===== src/rtl/matriz_scan_pkg.sv =====
// Shared types and constants for the 8x8 LED matrix row-scan controller.
// Holds the scan FSM encoding, matrix geometry, default timing constants,
// the PWM counter width used by the optional dimming build
// (MATRIZ_SCAN_DIM_EN), and a one-hot row decode helper.
package matriz_scan_pkg;

  localparam int unsigned ROWS         = 8;
  localparam int unsigned ROW_W        = 3;
  localparam int unsigned DEF_PRESCALE = 6250;
  localparam int unsigned DEF_BLANK    = 50;
  localparam int unsigned PWM_W        = 4;

  typedef enum logic [0:0] {
    ST_BLANK   = 1'b0,
    ST_DISPLAY = 1'b1
  } scan_state_t;

  // One-hot row select for a row index.
  function automatic logic [ROWS-1:0] row_onehot(input logic [ROW_W-1:0] idx);
    return ROWS'(1) << idx;
  endfunction

endpackage


===== src/rtl/matriz_scan_timer.sv =====
// Row-period timer for the matrix scan.
// Counts 0..PRESCALE-1 on each enabled cycle and wraps to 0; holds when
// en is low. Strobes are combinational and only fire while enabled.
// Ports:
//   clk, rst_n    clock, asynchronous active-low reset
//   en            count enable
//   cnt           current counter value (registered)
//   blank_end_c   counter is at BLANK-1 and will step into the display window
//   wrap_c        counter is at PRESCALE-1 and will wrap to 0
module matriz_scan_timer #(
  parameter int unsigned PRESCALE = 6250,
  parameter int unsigned BLANK    = 50,
  parameter int unsigned CNT_W    = 13
) (
  input  logic             clk,
  input  logic             rst_n,
  input  logic             en,
  output logic [CNT_W-1:0] cnt,
  output logic             blank_end_c,
  output logic             wrap_c
);

  assign wrap_c      = en && (cnt == CNT_W'(PRESCALE - 1));
  assign blank_end_c = en && (cnt == CNT_W'(BLANK - 1));

  // Row-period counter.
  always_ff @(posedge clk or negedge rst_n) begin
    if (!rst_n) begin
      cnt <= '0;
    end else if (en) begin
      cnt <= wrap_c ? '0 : cnt + CNT_W'(1);
    end
  end

endmodule


===== src/rtl/matriz_scan_ctrl.sv =====
// Row-scan controller for the 8x8 LED matrix.
// Double-buffers eight row patterns (shadow written by Load_In, active swapped
// in only at frame boundaries so a frame never tears) and time-multiplexes one
// row per PRESCALE-cycle period, with BLANK all-off cycles leading each period.
// All outputs are registered and track the state/row produced on the same edge.
// Frame_Done_Out is high in the first cycle after the boundary edge (the wrap
// out of row 7), which is also the edge on which a pending frame is swapped in.
// Optional build macro MATRIZ_SCAN_DIM_EN adds MatrizScan_Brightness_In and a
// free-running 4-bit PWM that gates Col_Out during DISPLAY.
// Ports:
//   MatrizScan_CLOCK_50           clock
//   MatrizScan_RESET_InLow        asynchronous active-low reset
//   MatrizScan_Enable_In          scan enable; low freezes scan and blanks outputs
//   MatrizScan_Load_In            capture strobe for Fila1..Fila8 into shadow
//   MatrizScan_Fila1_In..Fila8_In row patterns, Fila1 is row index 0
//   MatrizScan_Brightness_In      (DIM build only) 0 = dark, 15 = full
//   MatrizScan_Load_Ack_Out       pulse the cycle after a capture
//   MatrizScan_Row_Out            one-hot row select, active high
//   MatrizScan_Col_Out            column data for the selected row
//   MatrizScan_Frame_Done_Out     pulse after the end of the row-7 period
module matriz_scan_ctrl
  import matriz_scan_pkg::*;
#(
  parameter int unsigned DATAWIDTH = 8,
  parameter int unsigned PRESCALE  = DEF_PRESCALE,
  parameter int unsigned BLANK     = DEF_BLANK
) (
  input  logic                 MatrizScan_CLOCK_50,
  input  logic                 MatrizScan_RESET_InLow,
  input  logic                 MatrizScan_Enable_In,
  input  logic                 MatrizScan_Load_In,
  input  logic [DATAWIDTH-1:0] MatrizScan_Fila1_In,
  input  logic [DATAWIDTH-1:0] MatrizScan_Fila2_In,
  input  logic [DATAWIDTH-1:0] MatrizScan_Fila3_In,
  input  logic [DATAWIDTH-1:0] MatrizScan_Fila4_In,
  input  logic [DATAWIDTH-1:0] MatrizScan_Fila5_In,
  input  logic [DATAWIDTH-1:0] MatrizScan_Fila6_In,
  input  logic [DATAWIDTH-1:0] MatrizScan_Fila7_In,
  input  logic [DATAWIDTH-1:0] MatrizScan_Fila8_In,
`ifdef MATRIZ_SCAN_DIM_EN
  input  logic [PWM_W-1:0]     MatrizScan_Brightness_In,
`endif
  output logic                 MatrizScan_Load_Ack_Out,
  output logic [ROWS-1:0]      MatrizScan_Row_Out,
  output logic [DATAWIDTH-1:0] MatrizScan_Col_Out,
  output logic                 MatrizScan_Frame_Done_Out
);

  localparam int unsigned CNT_W = (PRESCALE > 1) ? $clog2(PRESCALE) : 1;

  logic clk;
  logic rst_n;
  logic en;
  logic load;

  assign clk   = MatrizScan_CLOCK_50;
  assign rst_n = MatrizScan_RESET_InLow;
  assign en    = MatrizScan_Enable_In;
  assign load  = MatrizScan_Load_In;

  // Row inputs gathered into an indexable array.
  logic [DATAWIDTH-1:0] fila_c [ROWS];
  assign fila_c[0] = MatrizScan_Fila1_In;
  assign fila_c[1] = MatrizScan_Fila2_In;
  assign fila_c[2] = MatrizScan_Fila3_In;
  assign fila_c[3] = MatrizScan_Fila4_In;
  assign fila_c[4] = MatrizScan_Fila5_In;
  assign fila_c[5] = MatrizScan_Fila6_In;
  assign fila_c[6] = MatrizScan_Fila7_In;
  assign fila_c[7] = MatrizScan_Fila8_In;

  logic [CNT_W-1:0]     cnt;
  logic                 blank_end_c;
  logic                 wrap_c;

  scan_state_t          state_q, state_d;
  logic [ROW_W-1:0]     row_q, row_d;
  logic                 pending_q, pending_d;
  logic [DATAWIDTH-1:0] active_q [ROWS];
  logic [DATAWIDTH-1:0] shadow_q [ROWS];

  logic [ROWS-1:0]      row_out_q, row_out_d;
  logic [DATAWIDTH-1:0] col_out_q, col_out_d;
  logic                 ack_q, ack_d;
  logic                 done_q, done_d;

  logic                 boundary_c;
  logic                 swap_c;
  logic                 col_en_c;

  matriz_scan_timer #(
    .PRESCALE (PRESCALE),
    .BLANK    (BLANK),
    .CNT_W    (CNT_W)
  ) u_timer (
    .clk         (clk),
    .rst_n       (rst_n),
    .en          (en),
    .cnt         (cnt),
    .blank_end_c (blank_end_c),
    .wrap_c      (wrap_c)
  );

  // Frame boundary is the wrap out of the last row; swap only if a frame waits.
  assign boundary_c = wrap_c && (row_q == ROW_W'(ROWS - 1));
  assign swap_c     = boundary_c && pending_q;

`ifdef MATRIZ_SCAN_DIM_EN
  logic [PWM_W-1:0] pwm_q;

  // Free-running dimming PWM, independent of the scan enable.
  always_ff @(posedge clk or negedge rst_n) begin
    if (!rst_n) begin
      pwm_q <= '0;
    end else begin
      pwm_q <= pwm_q + PWM_W'(1);
    end
  end

  // Brightness 15 is treated as always-on so full scale has no dark slot.
  assign col_en_c = (MatrizScan_Brightness_In == '1) ||
                    (pwm_q < MatrizScan_Brightness_In);
`else
  assign col_en_c = 1'b1;
`endif

  // Next-state, buffer-control and registered-output decode.
  always_comb begin
    state_d   = state_q;
    row_d     = row_q;
    pending_d = pending_q;
    row_out_d = '0;
    col_out_d = '0;
    ack_d     = load;
    done_d    = 1'b0;

    case (state_q)
      ST_BLANK: begin
        if (blank_end_c) begin
          state_d = ST_DISPLAY;
        end
      end
      ST_DISPLAY: begin
        if (wrap_c) begin
          state_d = ST_BLANK;
          row_d   = row_q + ROW_W'(1);
        end
      end
      default: begin
        // Recover to the phase implied by the counter.
        state_d = (cnt >= CNT_W'(BLANK)) ? ST_DISPLAY : ST_BLANK;
      end
    endcase

    if (boundary_c) begin
      done_d = 1'b1;
      if (pending_q) begin
        pending_d = 1'b0;
      end
    end

    // A capture on the boundary cycle stays pending: set wins over clear.
    if (load) begin
      pending_d = 1'b1;
    end

    if (en && (state_d == ST_DISPLAY)) begin
      row_out_d = row_onehot(row_d);
      col_out_d = col_en_c ? active_q[row_d] : '0;
    end
  end

  // State, buffers and output registers.
  always_ff @(posedge clk or negedge rst_n) begin
    if (!rst_n) begin
      state_q   <= ST_BLANK;
      row_q     <= '0;
      pending_q <= 1'b0;
      row_out_q <= '0;
      col_out_q <= '0;
      ack_q     <= 1'b0;
      done_q    <= 1'b0;
      for (int i = 0; i < ROWS; i++) begin
        active_q[i] <= '0;
        shadow_q[i] <= '0;
      end
    end else begin
      state_q   <= state_d;
      row_q     <= row_d;
      pending_q <= pending_d;
      row_out_q <= row_out_d;
      col_out_q <= col_out_d;
      ack_q     <= ack_d;
      done_q    <= done_d;
      // active takes the pre-capture shadow when both happen on one edge.
      for (int i = 0; i < ROWS; i++) begin
        if (load) begin
          shadow_q[i] <= fila_c[i];
        end
        if (swap_c) begin
          active_q[i] <= shadow_q[i];
        end
      end
    end
  end

  assign MatrizScan_Load_Ack_Out   = ack_q;
  assign MatrizScan_Row_Out        = row_out_q;
  assign MatrizScan_Col_Out        = col_out_q;
  assign MatrizScan_Frame_Done_Out = done_q;

endmodule


===== config.mk =====
export PLATFORM = sky130hd
export DESIGN_NAME = matriz_scan_ctrl
export DESIGN_NICKNAME = d
export VERILOG_FILES = /design/src/rtl/matriz_scan_pkg.sv /design/src/rtl/matriz_scan_timer.sv /design/src/rtl/matriz_scan_ctrl.sv
export SDC_FILE = /design/constraint.sdc
export NUM_CORES = 1
export LEC_CHECK = 0
export CAP_MARGIN = 20
export CORE_MARGIN = 3
export CORE_UTILIZATION = 51
export DETAILED_ROUTE_END_ITERATION = 12
export PLACE_DENSITY = 0.89
export SKIP_CTS_REPAIR_TIMING = 1
export SYNTH_ARGS = -nofsm -noshare
export SYNTH_HDL_FRONTEND = slang
export SYNTH_SLANG_ARGS = --single-unit

===== constraint.sdc =====
create_clock -name MatrizScan_CLOCK_50 -period 2.3 [get_ports MatrizScan_CLOCK_50]
set_clock_uncertainty 0.1 [all_clocks]
set_input_delay 0.575 -clock MatrizScan_CLOCK_50 [delete_from_list [all_inputs] [get_ports MatrizScan_CLOCK_50]]
set_output_delay 0.575 -clock MatrizScan_CLOCK_50 [all_outputs]
set_load 0.05 [all_outputs]

==> qor.csv, run 1 <==
stage,metric,value,unit
critical_path,critPathTopFamily,multiplexers,
grt,antenna_found_initial,0,
logic_synthesis,muxShareOfSynthArea,32.6,%
timing,tightestPinTransition,0.522,ns
job,max-cap-violations,0,
final_layout,area_growth,29.9,%
timing,hold_ws,0.0107,ns
floorplanning,die_h,126,um
logic_synthesis,synth-edff-count,0,
final_layout,num_antenna_cells,0,
grt,grt_pass1_vias,4680,
critical_path,critPathMaxStageDelay,0.53,ns
logic_synthesis,synth_top_family_by_area,multiplexers,
floorplanning,start_util,52.4,%
grt,grt_start_max_net_pins,67,
logic_synthesis,synth-simple-area-share,4.80,%
timing,fmax,0.436,GHz
final_layout,final_nets,639,
placement,io_buffers,85,
grt,grt_remaining_overflow,0,
drt,vias,4441,
floorplanning,core-area,14000,um2
critical_path,timing.rr.end,MatrizScan_Col_Out[2]$_DFF_PN0_,
power_and_ir_drop,p_leak,4.23,nW
power_and_ir_drop,powerDensity,743,nW/um2
critical_path,worstSetupEndpointType,flip-flop,
logic_synthesis,synth_fp_nets,523,
logic_synthesis,netlist_top_cells_area,"dfrtp_1 56%, mux2_2 20%, mux4_2 10%, mux4_1 2.2%, xor2_1 0.96%",
critical_path,start_kind,flip-flop,
drt,drt_iter0_markers,386,
logic_synthesis,synth_area,7330,um2
logic_synthesis,dominantRegCellSynth,dfrtp_1,
floorplanning,die_x,126,um
placement,hpwlAfterDp,10.5,mm
logic_synthesis,syn-mean-instance-area,16.3,um2
power_and_ir_drop,ir_worst_vdd,461,uV
logic_synthesis,synth_xor_area_share,1.19,%
grt,grt_usage,20.5,%
critical_path,slowest_stage,mux4_2,
clocking,cts_tree,built,
critical_path,cpMostUsedCell,mux4_2,
final_layout,stdcell_area,9520,um2
critical_path,worstPathRequired,2.50,ns
floorplanning,io_pins,86,
clocking,clkTransAtPathRegs,0.06,ns
grt,grt_pass1_wl,25.4,mm
critical_path,worst_r2r_path_depth,5,
timing,max_slew_margin,65.2,%
clocking,cts.htree.levels,4,
final_layout,post-route-util,68.1,%
logic_synthesis,syn_inst,451,
drt,wl_per_cell,21.9,um
run_status,status,completed,
timing,min_period_over_period,99.7,%
worst_hold_path,hold_class,in2async,
logic_synthesis,yosys_warnings,0,
placement,placed_area,8590,um2
drt,vias_per_cell,5.84,
drt,ant_nets,0,
clocking,cts_buffers,17,
final_layout,drive_gt1_share,44.7,%
logic_synthesis,synth_fa_ha_area_share,0.683,%
critical_path,r2r_setup_slack,0.006,ns
critical_path,cp_max_fo,7,
floorplanning,fp-row-count,43,
drt,drc_errors,0,
placement,gp_congestion,0.875,
timing,drv_slew,0,
timing,setup_tns,0,ns
timing,rsz0062_at_grt,yes,
timing,final-hold-violation-count,0,
critical_path,path_cells,ha_4 > buf_6 > mux4_2 > mux4_2 > nor3b_1,
critical_path,reg2reg_from,row_q[0]$_DFF_PN0_,
logic_synthesis,synth_top_cell_area_share,56.0,%
logic_synthesis,synth_cell_types,42,
critical_path,criticalPathCategory,reg2reg,
clocking,clk_latency,0.43,ns
logic_synthesis,synth_compound_area_share,2.20,%
logic_synthesis,ys_seq_area_share,56.0,%
clocking,clock_sinks,164,
clocking,cts_buffer_depth,2,
drt,wirelength,16.6,mm
critical_path,cp_num_buf_inv,1,
logic_synthesis,ys_seq_elements,164,
clocking,cts_root_buffer,clkbuf_16,
floorplanning,die_area,15800,um2
final_layout,fill_cells,891,
critical_path,cp.arrival,2.50,ns
logic_synthesis,synth_top_area_cell,dfrtp_1,
timing,finalSetupViolations,0,
drt,drt_first_pass_iters,4,
timing,min_period,2.29,ns
logic_synthesis,synthArstFlopShare,100,%
## state kept, by name, indices dropped and copies added, names as in the netlist
name and cells:
active_q 64, shadow_q 64, u_timer.cnt 13, MatrizScan_Col_Out 8, MatrizScan_Row_Out 8, row_q 3
MatrizScan_Frame_Done_Out 1, MatrizScan_Load_Ack_Out 1, pending_q 1, state_q 1
## routing by layer
| metal | vias to the layer above | wire (um) | track usage [%] |
|---|---|---|---|
| met2 | 117 | 8760 | 33.9 |
| met1 | 2372 | 6890 | 27.2 |
| met3 | 14 | 776 | 4.79 |
| met4 | 0 | 188 | 6.88 |
| li1 | 1938 | - | - |
| met5 | - | 0 | 0 |
## per-stage QoR
step / setup slack, ns / power [mW] / std cells
final: 0.00644 / 7.08 / 760
after global placement: -0.403 / 3.79 / 722
after global routing: -0.108 / 7.33 / 760
after CTS: -0.219 / 7.10 / 754
after detailed placement: -0.533 / 3.83 / 722
after floorplan: 0.0178 / 3.45 / 451
## cells in the final DEF, fill, tap and decap left out, drive strengths merged, types with 3 or more instances in the layout
cell type      count
nand4              3
nand2              6
buf               39
mux2             130
dlymetal6s2s       5
xor2               8
inv                4
and4               3
nor2               7
o21ai              3
and3               3
clkdlybuf4s50     78
or3                3
a2111oi            8
mux4              40
clkbuf            24
nand3              6
dfrtp            164
ha                 4
nor3b              8
bufinv             6
clkinv             7
## cell families after synthesis
logic type / Yosys count
buffers and inverters: 34
AO/OA/AOI/OAI: 16
flip-flops: 164
AND/OR/NAND/NOR: 53
adder cells (fa/ha/maj): 4
XOR/XNOR: 10
multiplexers: 170
## area by class of cell
| type | count | area (um2) | share of cell area (%) |
|---|---|---|---|
| clock inverter | 12 | 225 | 2.36 |
| sequential | 164 | 4110 | 43.1 |
| inverter | 5 | 18.8 | 0.197 |
| multi-input combinational | 253 | 3130 | 32.9 |
| timing repair buffer | 126 | 1350 | 14.2 |
| tap | 180 | 225 | 2.36 |
| clock buffer | 20 | 467 | 4.90 |
## worst register-to-register path: cells and delay by family (launching register included)
kind / cells / cell delay, ns
AND/OR/NAND/NOR: 1 / 0.15
multiplexers: 2 / 1.00
buffers and inverters: 1 / 0.16
adder cells (fa/ha/maj): 1 / 0.33
flip-flops: 1 / 0.43
## synthesized netlist by cell type (2+ instances only)
library cell and instances:
mux4_1 6, buf_6 3, nand4_1 3, inv_1 4
xor2_1 8, a2111oi_4 2, clkbuf_1 10, a21oi_1 2
nand3_1 6, nor3b_1 8, nand4b_1 2, and3_1 3
a21o_1 2, a2111oi_0 4, xnor2_1 2, nand2_1 6
mux2_2 130, buf_4 9, mux4_2 34, buf_1 3
nand3b_1 2, buf_2 4, and4_1 3, o21ai_0 3
nor2_1 7, dfrtp_1 164, or3_1 3, ha_1 4
## power by group
group	internal, mW	switching, mW	leakage [nW]	total (mW)
sequential	3.05	0.108	2.12	3.16
combinational	0.363	0.293	1.76	0.656
clock	2.13	1.14	0.340	3.26
total	5.54	1.54	4.23	7.08
## how the worst max path moves through the flow
stage | from | endpoint | slack [ns] | cells after the start
finish | row_q[0]$_DFF_PN0_ | MatrizScan_Col_Out[2]$_DFF_PN0_ | 0.006 | 5
global route | u_timer.cnt[1]$_DFFE_PN0P_ | MatrizScan_Row_Out[6]$_DFF_PN0_ | -0.11 | 7
CTS | u_timer.cnt[1]$_DFFE_PN0P_ | MatrizScan_Row_Out[0]$_DFF_PN0_ | -0.22 | 7
detailed placement | MatrizScan_Enable_In | MatrizScan_Row_Out[6]$_DFF_PN0_ | -0.53 | 6
global placement | MatrizScan_Enable_In | MatrizScan_Col_Out[7]$_DFF_PN0_ | -0.40 | 5
floorplan | row_q[1]$_DFF_PN0_ | MatrizScan_Col_Out[0]$_DFF_PN0_ | 0.02 | 5
Note: power is estimated with default switching activity, not from simulation.
==> run 2: changes to the inputs <==
Settings changed: HOLD_SLACK_MARGIN from default to 0.06.
==> qor.csv, run 2 (synthesis results as in run 1) <==
stage,metric,value,unit,change
critical_path,cp.arrival,2.49,ns,about the same
floorplanning,io_pins,86,,unchanged
timing,drv_slew,0,,unchanged
floorplanning,core-area,14000,um2,unchanged
grt,antenna_found_initial,0,,unchanged
floorplanning,die_h,126,um,unchanged
clocking,clock_sinks,164,,unchanged
critical_path,criticalPathCategory,reg2reg,,
floorplanning,fp-row-count,43,,unchanged
power_and_ir_drop,powerDensity,743,nW/um2,about the same
drt,wirelength,16.5,mm,-0.51%
final_layout,regArea,4110,um2,unchanged
clocking,cts_root_buffer,clkbuf_16,,
critical_path,worst_r2r_path_depth,5,,unchanged
power_and_ir_drop,p_leak,4.23,nW,about the same
final_layout,num_antenna_cells,0,,unchanged
grt,grt_util_met3,4.79,%,unchanged
final_layout,mostFrequentLayoutCells,"163 x dfrtp_1, 128 x mux2_2, 78 x clkdlybuf4s50_1, 37 x mux4_2, 24 x buf_4",,
drt,vias,4466,,+0.56%
placement,placed_area,8590,um2,unchanged
final_layout,post-route-util,68.2,%,+0.072 points
clocking,cts_buffers,17,,unchanged
grt,grt_remaining_overflow,0,,unchanged
critical_path,cp_max_fo,5,,-2
worst_hold_path,hold_depth,1,,
final_layout,drive_gt1_share,44.6,%,-0.077 points
final_layout,multi_input_area,3130,um2,unchanged
drt,drt_iter0_markers,381,,-1.3%
final_layout,reg_top3,"active_q x64, shadow_q x64, u_timer.cnt x13",,
run_status,status,completed,,
timing,min_period_over_period,99.4,%,-0.37 points
critical_path,worstPathRequired,2.51,ns,about the same
drt,drc_errors,0,,unchanged
clocking,clkTransAtPathRegs,0.07,ns,about the same
critical_path,worstSetupEndpointType,flip-flop,,
grt,grt_use_met2,33.9,%,unchanged
clocking,cts_tree,built,,
placement,hpwlAfterDp,10.5,mm,unchanged
drt,vias_per_cell,5.87,,+0.43%
drt,drt_first_pass_iters,4,,unchanged
grt,grt_pass1_wl,25.4,mm,unchanged
grt,grt_usage,20.5,%,unchanged
final_layout,fill_cells,887,,-0.45%
floorplanning,start_util,52.4,%,unchanged
final_layout,area_growth,30.1,%,
timing,tightestPinTransition,0.520,ns,-0.00227 ns
floorplanning,die_x,126,um,unchanged
drt,ant_nets,0,,unchanged
final_layout,final_nets,640,,+0.16%
placement,gp_congestion,0.875,,unchanged
grt,grt_util_met1,27.2,%,unchanged
timing,finalSetupViolations,0,,unchanged
timing,max_slew_margin,65.4,%,+0.15 points
floorplanning,die_area,15800,um2,unchanged
grt,grt_pass1_vias,4680,,unchanged
timing,fmax,0.438,GHz,+0.37%
job,max-cap-violations,0,,unchanged
clocking,cts_buffer_depth,2,,unchanged
worst_hold_path,hold_class,reg2reg,,
placement,io_buffers,85,,unchanged
timing,final-hold-violation-count,0,,unchanged
clocking,cts.htree.levels,4,,unchanged
grt,gr-max-usage-layer,met2,,
timing,rsz0062_at_grt,yes,,
final_layout,layout_commonest_cell,dfrtp_1,,
drt,wl_per_cell,21.7,um,-0.64%
power_and_ir_drop,ir_worst_vdd,460,uV,about the same
clocking,clk_latency,0.43,ns,about the same
grt,grt_start_max_net_pins,67,,unchanged
critical_path,start_kind,flip-flop,,
final_layout,stdcell_area,9530,um2,+0.11%
timing,min_period,2.29,ns,-0.00843 ns
## run 2: changes by cell type in the layout (fill, tap and decap cells not counted), sizes merged
cell         previous run  this run
dlygate4sd3             0         1
## run 2: stage by stage
stage                     hold slack, ns  power, mW  setup slack, ns  setup TNS [ns]  cells
final                              0.397       7.08           0.0149               0    761
after CTS                         0.0187       7.10           -0.219           -3.42    754
after floorplan                    0.179       3.45           0.0178               0    451
after global placement             0.351       3.79           -0.403          -22.94    722
after global routing               0.411       7.33           -0.108           -1.52    761
after detailed placement           0.367       3.83           -0.533          -26.97    722
## run 2: power breakdown
group          internal [mW]  switching [mW]
logic                  0.364           0.296
clock network           2.13            1.14
registers               3.05           0.107
## run 2: layout make-up
cell class	count	area share [%]
repair buffers	127	14.3
clock inverters	12	2.36
flip-flops and latches	164	43.1
multi-input cells	253	32.8
inverters	5	0.197
clock buffers	20	4.90
well taps	180	2.36
## run 2: path summary, 6_finish.rpt
kind	from	to	slack, ns
setup reg to reg	row_q[0]$_DFF_PN0_	MatrizScan_Col_Out[6]$_DFF_PN0_	0.01
hold reg to reg	pending_q$_DFFE_PN0P_	pending_q$_DFFE_PN0P_	0.40
min in group asynchronous	MatrizScan_RESET_InLow	shadow_q[12]$_DFFE_PN0P_	0.58
hold / removal	pending_q$_DFFE_PN0P_	pending_q$_DFFE_PN0P_	0.40
max in group asynchronous	MatrizScan_RESET_InLow	shadow_q[56]$_DFFE_PN0P_	0.87
setup / recovery	row_q[0]$_DFF_PN0_	MatrizScan_Col_Out[6]$_DFF_PN0_	0.01
## run 2: routing by layer
layer | wire, um | share of wire, % | up-vias
met4 | 219 | 1.3 | 0
li1 | - | - | 1940
met1 | 6880 | 42 | 2379
met3 | 783 | 4.7 | 21
met2 | 8650 | 52 | 126
met5 | 0 | 0 | -
## run 2: critical path, stage by stage, from the launching register on
cell and delay, ns:
dfrtp_2 0.43, ha_4 0.33, clkbuf_16 0.16, mux4_2 0.51, mux4_1 0.49, nor3b_1 0.15
